**src/rtl/mic1_ctrl_pkg.sv**
```systemverilog
// Shared state encoding and button lane indices for the MIC-1 run/step sequencer.
package mic1_ctrl_pkg;

    typedef enum logic [2:0] {
        CLEAR = 3'd0,
        IDLE  = 3'd1,
        RUN   = 3'd2,
        STEP  = 3'd3,
        HALT  = 3'd4
    } ctrl_state_t;

    localparam int BTN_RUN  = 0;
    localparam int BTN_STEP = 1;
    localparam int BTN_STOP = 2;
    localparam int BTN_CLR  = 3;
    localparam int BTN_NUM  = 4;

endpackage

```
**src/rtl/btn_edge.sv**
```systemverilog
// Rising-edge detector for debounced button levels; edge is valid in the cycle the level rises.
// History resets to 1 so a button held through reset never produces a spurious command.
module btn_edge #(
    parameter int W = 4
) (
    input  logic         clk,
    input  logic         resetn,
    input  logic [W-1:0] btn_i,
    output logic [W-1:0] rise_o
);

    logic [W-1:0] hist_q;

    always_ff @(posedge clk or negedge resetn) begin
        if (!resetn) begin
            hist_q <= '1;
        end else begin
            hist_q <= btn_i;
        end
    end

    assign rise_o = btn_i & ~hist_q;

endmodule

```
**src/rtl/mic1_run_ctrl.sv**
```systemverilog
// Run/step sequencer for the MIC-1 core: ce pulses, CLEAR reset hold, breakpoint halt, cycle count.
// Commands act 1 clk after the button edge; mic1_ce/mic1_srst are registered one clk after decision.
module mic1_run_ctrl
    import mic1_ctrl_pkg::*;
#(
    parameter int RATE_DIV   = 4,
    parameter int CNT_W      = 16,
    parameter int MPC_W      = 9,
    parameter int RST_CYCLES = 4
) (
    input  logic             clk,
    input  logic             resetn,
    input  logic             btn_run,
    input  logic             btn_step,
    input  logic             btn_stop,
    input  logic             btn_clr,
    input  logic             bp_en,
    input  logic [MPC_W-1:0] bp_addr,
    input  logic [MPC_W-1:0] mpc,
    input  logic             mic1_halt,
    output logic             mic1_ce,
    output logic             mic1_srst,
    output logic             led_run,
    output logic             led_idle,
    output logic [3:0]       led_step,
    output logic [CNT_W-1:0] cycle_cnt,
    output logic [2:0]       state_o
);

    localparam int PW = (RATE_DIV > 1) ? $clog2(RATE_DIV) : 1;
    localparam int RW = (RST_CYCLES > 1) ? $clog2(RST_CYCLES) : 1;
    localparam logic [PW-1:0] PRE_LAST = PW'(RATE_DIV - 1);
    localparam logic [RW-1:0] RST_LAST = RW'(RST_CYCLES - 1);

    logic [BTN_NUM-1:0] rise;
    logic cmd_clr, cmd_stop, cmd_run, cmd_step, bp_hit;

    ctrl_state_t      state_q, state_d;
    logic [PW-1:0]    presc_q, presc_d;
    logic [RW-1:0]    rcnt_q, rcnt_d;
    logic [CNT_W-1:0] cnt_q, cnt_d;
    logic             ce_q, ce_d, ce_dly_q, srst_q, mask_q, mask_d;

    btn_edge #(.W(BTN_NUM)) u_btn_edge (
        .clk    (clk),
        .resetn (resetn),
        .btn_i  ({btn_clr, btn_stop, btn_step, btn_run}),
        .rise_o (rise)
    );

    // Resolve simultaneous edges to a single command: clr > stop > run > step.
    assign cmd_clr  = rise[BTN_CLR];
    assign cmd_stop = rise[BTN_STOP] & ~cmd_clr;
    assign cmd_run  = rise[BTN_RUN]  & ~cmd_clr & ~rise[BTN_STOP];
    assign cmd_step = rise[BTN_STEP] & ~cmd_clr & ~rise[BTN_STOP] & ~rise[BTN_RUN];

    // MPC reflects the last pulse one cycle after ce, hence the delayed-ce qualifier.
    assign bp_hit = bp_en && (mpc == bp_addr) && ce_dly_q && !mask_q;

    always_comb begin
        state_d = state_q;
        presc_d = presc_q;
        rcnt_d  = rcnt_q;
        mask_d  = mask_q;
        ce_d    = 1'b0;
        if (cmd_clr) begin
            state_d = CLEAR;
            rcnt_d  = '0;
        end else begin
            case (state_q)
                CLEAR: begin
                    if (rcnt_q == RST_LAST) begin
                        state_d = IDLE;
                    end else begin
                        rcnt_d = rcnt_q + 1'b1;
                    end
                end
                IDLE: begin
                    if (cmd_run) begin
                        state_d = RUN;
                        presc_d = '0;
                        mask_d  = 1'b0;
                    end else if (cmd_step) begin
                        state_d = STEP;
                    end
                end
                RUN: begin
                    if (ce_dly_q) begin
                        mask_d = 1'b0;
                    end
                    if (cmd_stop) begin
                        state_d = IDLE;
                    end else if (mic1_halt || bp_hit) begin
                        state_d = HALT;
                    end else if (presc_q == PRE_LAST) begin
                        presc_d = '0;
                        ce_d    = 1'b1;
                    end else begin
                        presc_d = presc_q + 1'b1;
                    end
                end
                STEP: begin
                    state_d = IDLE;
                    ce_d    = !cmd_stop;
                end
                HALT: begin
                    if (cmd_stop) begin
                        state_d = IDLE;
                    end else if (cmd_run) begin
                        state_d = RUN;
                        presc_d = '0;
                        mask_d  = 1'b1;
                    end else if (cmd_step) begin
                        state_d = STEP;
                    end
                end
                default: state_d = CLEAR;
            endcase
        end
        cnt_d = (state_d == CLEAR) ? '0 : cnt_q + CNT_W'(ce_d);
    end

    always_ff @(posedge clk or negedge resetn) begin
        if (!resetn) begin
            state_q  <= CLEAR;
            presc_q  <= '0;
            rcnt_q   <= '0;
            cnt_q    <= '0;
            ce_q     <= 1'b0;
            ce_dly_q <= 1'b0;
            srst_q   <= 1'b1;
            mask_q   <= 1'b0;
        end else begin
            state_q  <= state_d;
            presc_q  <= presc_d;
            rcnt_q   <= rcnt_d;
            cnt_q    <= cnt_d;
            ce_q     <= ce_d;
            ce_dly_q <= ce_q;
            srst_q   <= (state_d == CLEAR);
            mask_q   <= mask_d;
        end
    end

    assign mic1_ce   = ce_q;
    assign mic1_srst = srst_q;
    assign led_run   = (state_q == RUN) || (state_q == STEP);
    assign led_idle  = (state_q == IDLE) || (state_q == HALT);
    assign led_step  = cnt_q[3:0];
    assign cycle_cnt = cnt_q;
    assign state_o   = state_q;

endmodule

```
**config.mk**
```make
export PLATFORM = sky130hd
export DESIGN_NAME = mic1_run_ctrl
export DESIGN_NICKNAME = d
export VERILOG_FILES = /design/src/rtl/mic1_ctrl_pkg.sv /design/src/rtl/btn_edge.sv /design/src/rtl/mic1_run_ctrl.sv
export SDC_FILE = /design/constraint.sdc
export NUM_CORES = 1
export LEC_CHECK = 0
export ABC_AREA = 1
export ABC_CLOCK_PERIOD_IN_PS = 4000
export BUFFER_PORTS_ARGS = -buffer_cell sky130_fd_sc_hd__buf_2
export CORE_ASPECT_RATIO = 0.9
export CORE_MARGIN = 2
export CORE_UTILIZATION = 55
export DETAILED_ROUTE_END_ITERATION = 8
export GPL_TIMING_DRIVEN = 0
export PLACE_DENSITY = 0.85
export SKIP_LAST_GASP = 1
export SLEW_MARGIN = 10
export SYNTH_ARGS = -nofsm -noshare
export SYNTH_HDL_FRONTEND = slang
export SYNTH_SLANG_ARGS = --single-unit
```
**constraint.sdc**
```tcl
create_clock -name clk -period 4 [get_ports clk]
set_input_delay 0.8 -clock clk [delete_from_list [all_inputs] [get_ports clk]]
set_output_delay 0.8 -clock clk [all_outputs]
set_load 0.01 [all_outputs]
```
==> flow_metrics.env <==
export IMPL_final_cells=326
export IMPL_crit_family="simple AND/OR/NAND/NOR gates"
export IMPL_ys_seq_area_share_pct=42.0
export IMPL_vias_per_cell=5.04
export IMPL_dpl_hpwl_um=2860
export IMPL_grt_ovfl_total=0
export IMPL_clk_pin_slew_ns=0.07
export IMPL_skew_ns=0.00553
export IMPL_cts_setup_buffers=0
export IMPL_clock_power_share_pct=27.3
export IMPL_first_pass_iters=4
export IMPL_core_area_mm2=0.00330
export IMPL_async_reset_ff_share_pct=100
export IMPL_synth_ff_type="dfrtp_1"
export IMPL_drt_iter0_drc=69
export IMPL_synth_area_leaders="dfrtp_1 35%, nand2_1 8.7%, dfstp_2 7.1%"
export IMPL_dp_cells=318
export IMPL_arrival_ns=3.24
export IMPL_die_area_mm2=0.00387
export IMPL_fin_crit_sh_pct=75.8
export IMPL_die_x_um=65.4
export IMPL_worstPathMaxFanout=3
export IMPL_cts_made_buffers=5
export IMPL_powerDensity_mw_per_mm2=437
export IMPL_hold_slack_ns=0.388
export IMPL_synth_area_per_cell_um2=8.39
export IMPL_crit_cells=13
export IMPL_synth_cell_types=33
export IMPL_nets=311
export IMPL_pwr_share_comb_pct=35.3
export IMPL_htree_levels=2
export IMPL_synthCells=222
export IMPL_cts_root_buffer="clkbuf_8"
export IMPL_status="finished clean"
export IMPL_worstPathRequired_ns=4.21
export IMPL_fill_cells=284
export IMPL_leakagePower_nw=1.20
export IMPL_worstHoldEndpoint="ce_dly_q$_DFF_PN0_"
export IMPL_cts_sinks=31
export IMPL_row_count=20
export IMPL_grt_pass1_wl_um=6590
export IMPL_holdPathStages=0
export IMPL_drv_slew=0
export IMPL_synth_warning_count=0
export IMPL_numPortBuffers=52
export IMPL_n_antenna_cell=0
export IMPL_drtAntennaViolNets=0
export IMPL_cts_tree="yes"
export IMPL_ios=53
export IMPL_r2r_end="cycle_cnt[15]$_DFF_PN0_"
export IMPL_intPower_mw=0.644
export IMPL_r2r_slack_ns=1.20
export IMPL_min_path_type="reg2reg"
export IMPL_antenna_found_initial=0
export IMPL_worstHoldStart="mic1_ce$_DFF_PN0_"
export IMPL_synth_top_cell_by_area="dfrtp_1"
export IMPL_drc_errors=0
export IMPL_fin_tns_setup_ns=0
export IMPL_max_vdd_ir_drop_uv=292
export IMPL_syn_cell_area_mm2=0.00186
export IMPL_critical_path_class="in2reg"
export IMPL_rsz0062_at_grt="false"
export IMPL_setup_worst_path_start_class="primary input"
export IMPL_drive_gt1_share_pct=36.9
export IMPL_post_cts_resized=0
export IMPL_reg2reg_from="ce_dly_q$_DFF_PN0_"
export IMPL_syn_to_final_growth_pct=22.5
export IMPL_drv_cap=0
export IMPL_syn_nets=252
export IMPL_hold_viol_final=0
export IMPL_critical_path_buf_inv_count=1
export IMPL_start_util_pct=56.4
export IMPL_post_route_util_pct=69.1
export IMPL_synth_top_area_share_pct=34.9
export IMPL_setup_viol=0
export IMPL_max_slew_worst_pin_slew_ns=0.665
export IMPL_drt_total_wl_um=3850
export IMPL_wire_per_inst_um=11.8
export IMPL_routabilityCongestion=0.871
export IMPL_worstSkewPairLatency_ns=0.28
export IMPL_slew_headroom_pct=55.7
export IMPL_switchingPower_mw=0.355
export IMPL_clock_path_buffers=2
export IMPL_hold_buffers=0
export IMPL_worstPathCellList="buf_2 > xor2_1 > nor2_1 > nand3_1 > nand3_1 > a211oi_1 > ha_1 > and3_1 > nand4_1 > nor2_1 > nand4_1 > xor2_1 > a21oi_1"
export IMPL_critPathMaxStageDelay_ns=0.54
export IMPL_end_kind="flop"
export IMPL_swShare_pct=35.5
export IMPL_via_count=1642
export IMPL_synth_enable_flop_cells=0
export IMPL_grt_max_degree=32
export IMPL_pwr_share_seq_pct=37.4
export IMPL_grt_total_usage_pct=22.3
export IMPL_grt_pass1_vias=1534
export IMPL_slowest_stage="a211oi_1"
export IMPL_max_freq_ghz=0.330
export IMPL_ff2ff_path_depth=14
export IMPL_die_h_um=59.2
export IMPL_ys_seq_elements=31
export IMPL_post_route_min_period_ns=3.03
-- cells by family (layout without fill, tap and decap cells) --
kind of cell,Yosys count,in the layout,synth area share (%)
buf+inv,42,102,10.7
fa+ha+maj,4,4,2.69
xor+xnor,17,17,7.99
compound gates,33,33,12.0
flops,31,31,42.0
simple gates,95,95,24.6
-- worst max path at each step --
stage,slack [ns],end,startpoint
after detailed placement,0.73,cycle_cnt[15]$_DFF_PN0_,bp_addr[3]
after CTS,0.98,cycle_cnt[15]$_DFF_PN0_,bp_addr[3]
final,0.97,cycle_cnt[15]$_DFF_PN0_,bp_addr[3]
after global placement,0.79,cycle_cnt[15]$_DFF_PN0_,bp_addr[7]
after global routing,0.73,cycle_cnt[10]$_DFF_PN0_,bp_addr[6]
after floorplan,1.35,cycle_cnt[12]$_DFF_PN0_,mpc[6]
-- sequential cells by signal, summed over array words and instances, names as in the netlist --
register	flops
mask_q	1
mic1_ce	1
state_o	3
ce_dly_q	1
u_btn_edge.hist_q	4
presc_q	2
rcnt_q	2
cycle_cnt	16
mic1_srst	1
-- layout by cell type (no fill, tap or decap), types with 2 or more instances in the layout --
master    count
inv_1        29
ha_1          4
nand2_4       3
nand4_1       5
nand3_1      11
nand2_2       6
inv_2         5
dfrtp_1      26
a21oi_1       9
buf_4         5
nand2_1      43
a21oi_2      10
o21ai_1       2
clkbuf_8      7
buf_2        52
xnor2_1       7
xor2_1       10
nor2_1       17
nor2_2        3
o21ai_0       8
dfstp_2       5
-- power groups by stage --
stage                     clock network [mW]  registers (mW)  logic, mW
after global routing                   0.291           0.377      0.386
after floorplan                            0           0.382      0.256
final                                  0.273           0.374      0.352
after CTS                              0.275           0.373      0.353
after detailed placement                   0           0.379      0.351
after global placement                     0           0.378      0.339
-- synthesized netlist by cell type (all sizes together), types with 2 or more instances --
cell type  instances
ha                 4
nor2              21
nand4              5
buf                6
o21ai             10
inv               35
dfstp              5
xnor2              7
nand3             11
nor3               2
nand2             52
dfrtp             26
xor2              10
a21oi             19
-- stage by stage --
| step | setup slack, ns | cell area (um2) | power (mW) |
|---|---|---|---|
| 6_report | 0.968 | 2280 | 0.998 |
| 2_1_floorplan | 1.35 | 1860 | 0.638 |
| 3_5_place_dp | 0.733 | 2180 | 0.730 |
| 3_3_place_gp | 0.795 | 2180 | 0.717 |
| 4_1_cts | 0.977 | 2280 | 1.00 |
| 5_1_grt | 0.730 | 2280 | 1.06 |
-- cell type report --
cell class	count	area [um2]	area share [%]
plain buffers	6	57.6	2.52
repair buffers	52	260	11.4
inverters	36	143	6.25
well taps	44	55.1	2.41
multi-input cells	149	881	38.6
flip-flops and latches	31	782	34.3
clock buffers	7	96.3	4.22
clock inverters	1	7.51	0.329
-- layer usage --
layer  vias to the layer above  share of wire (%)  global-route usage [%]
li1                        821                  -                       -
met1                       774                 45                    29.5
met2                        38                 48                    36.3
met3                         9                5.1                    6.27
met4                         0                1.6                    6.25
met5                         -                  0                       0
(Power assumes the default switching activity.)
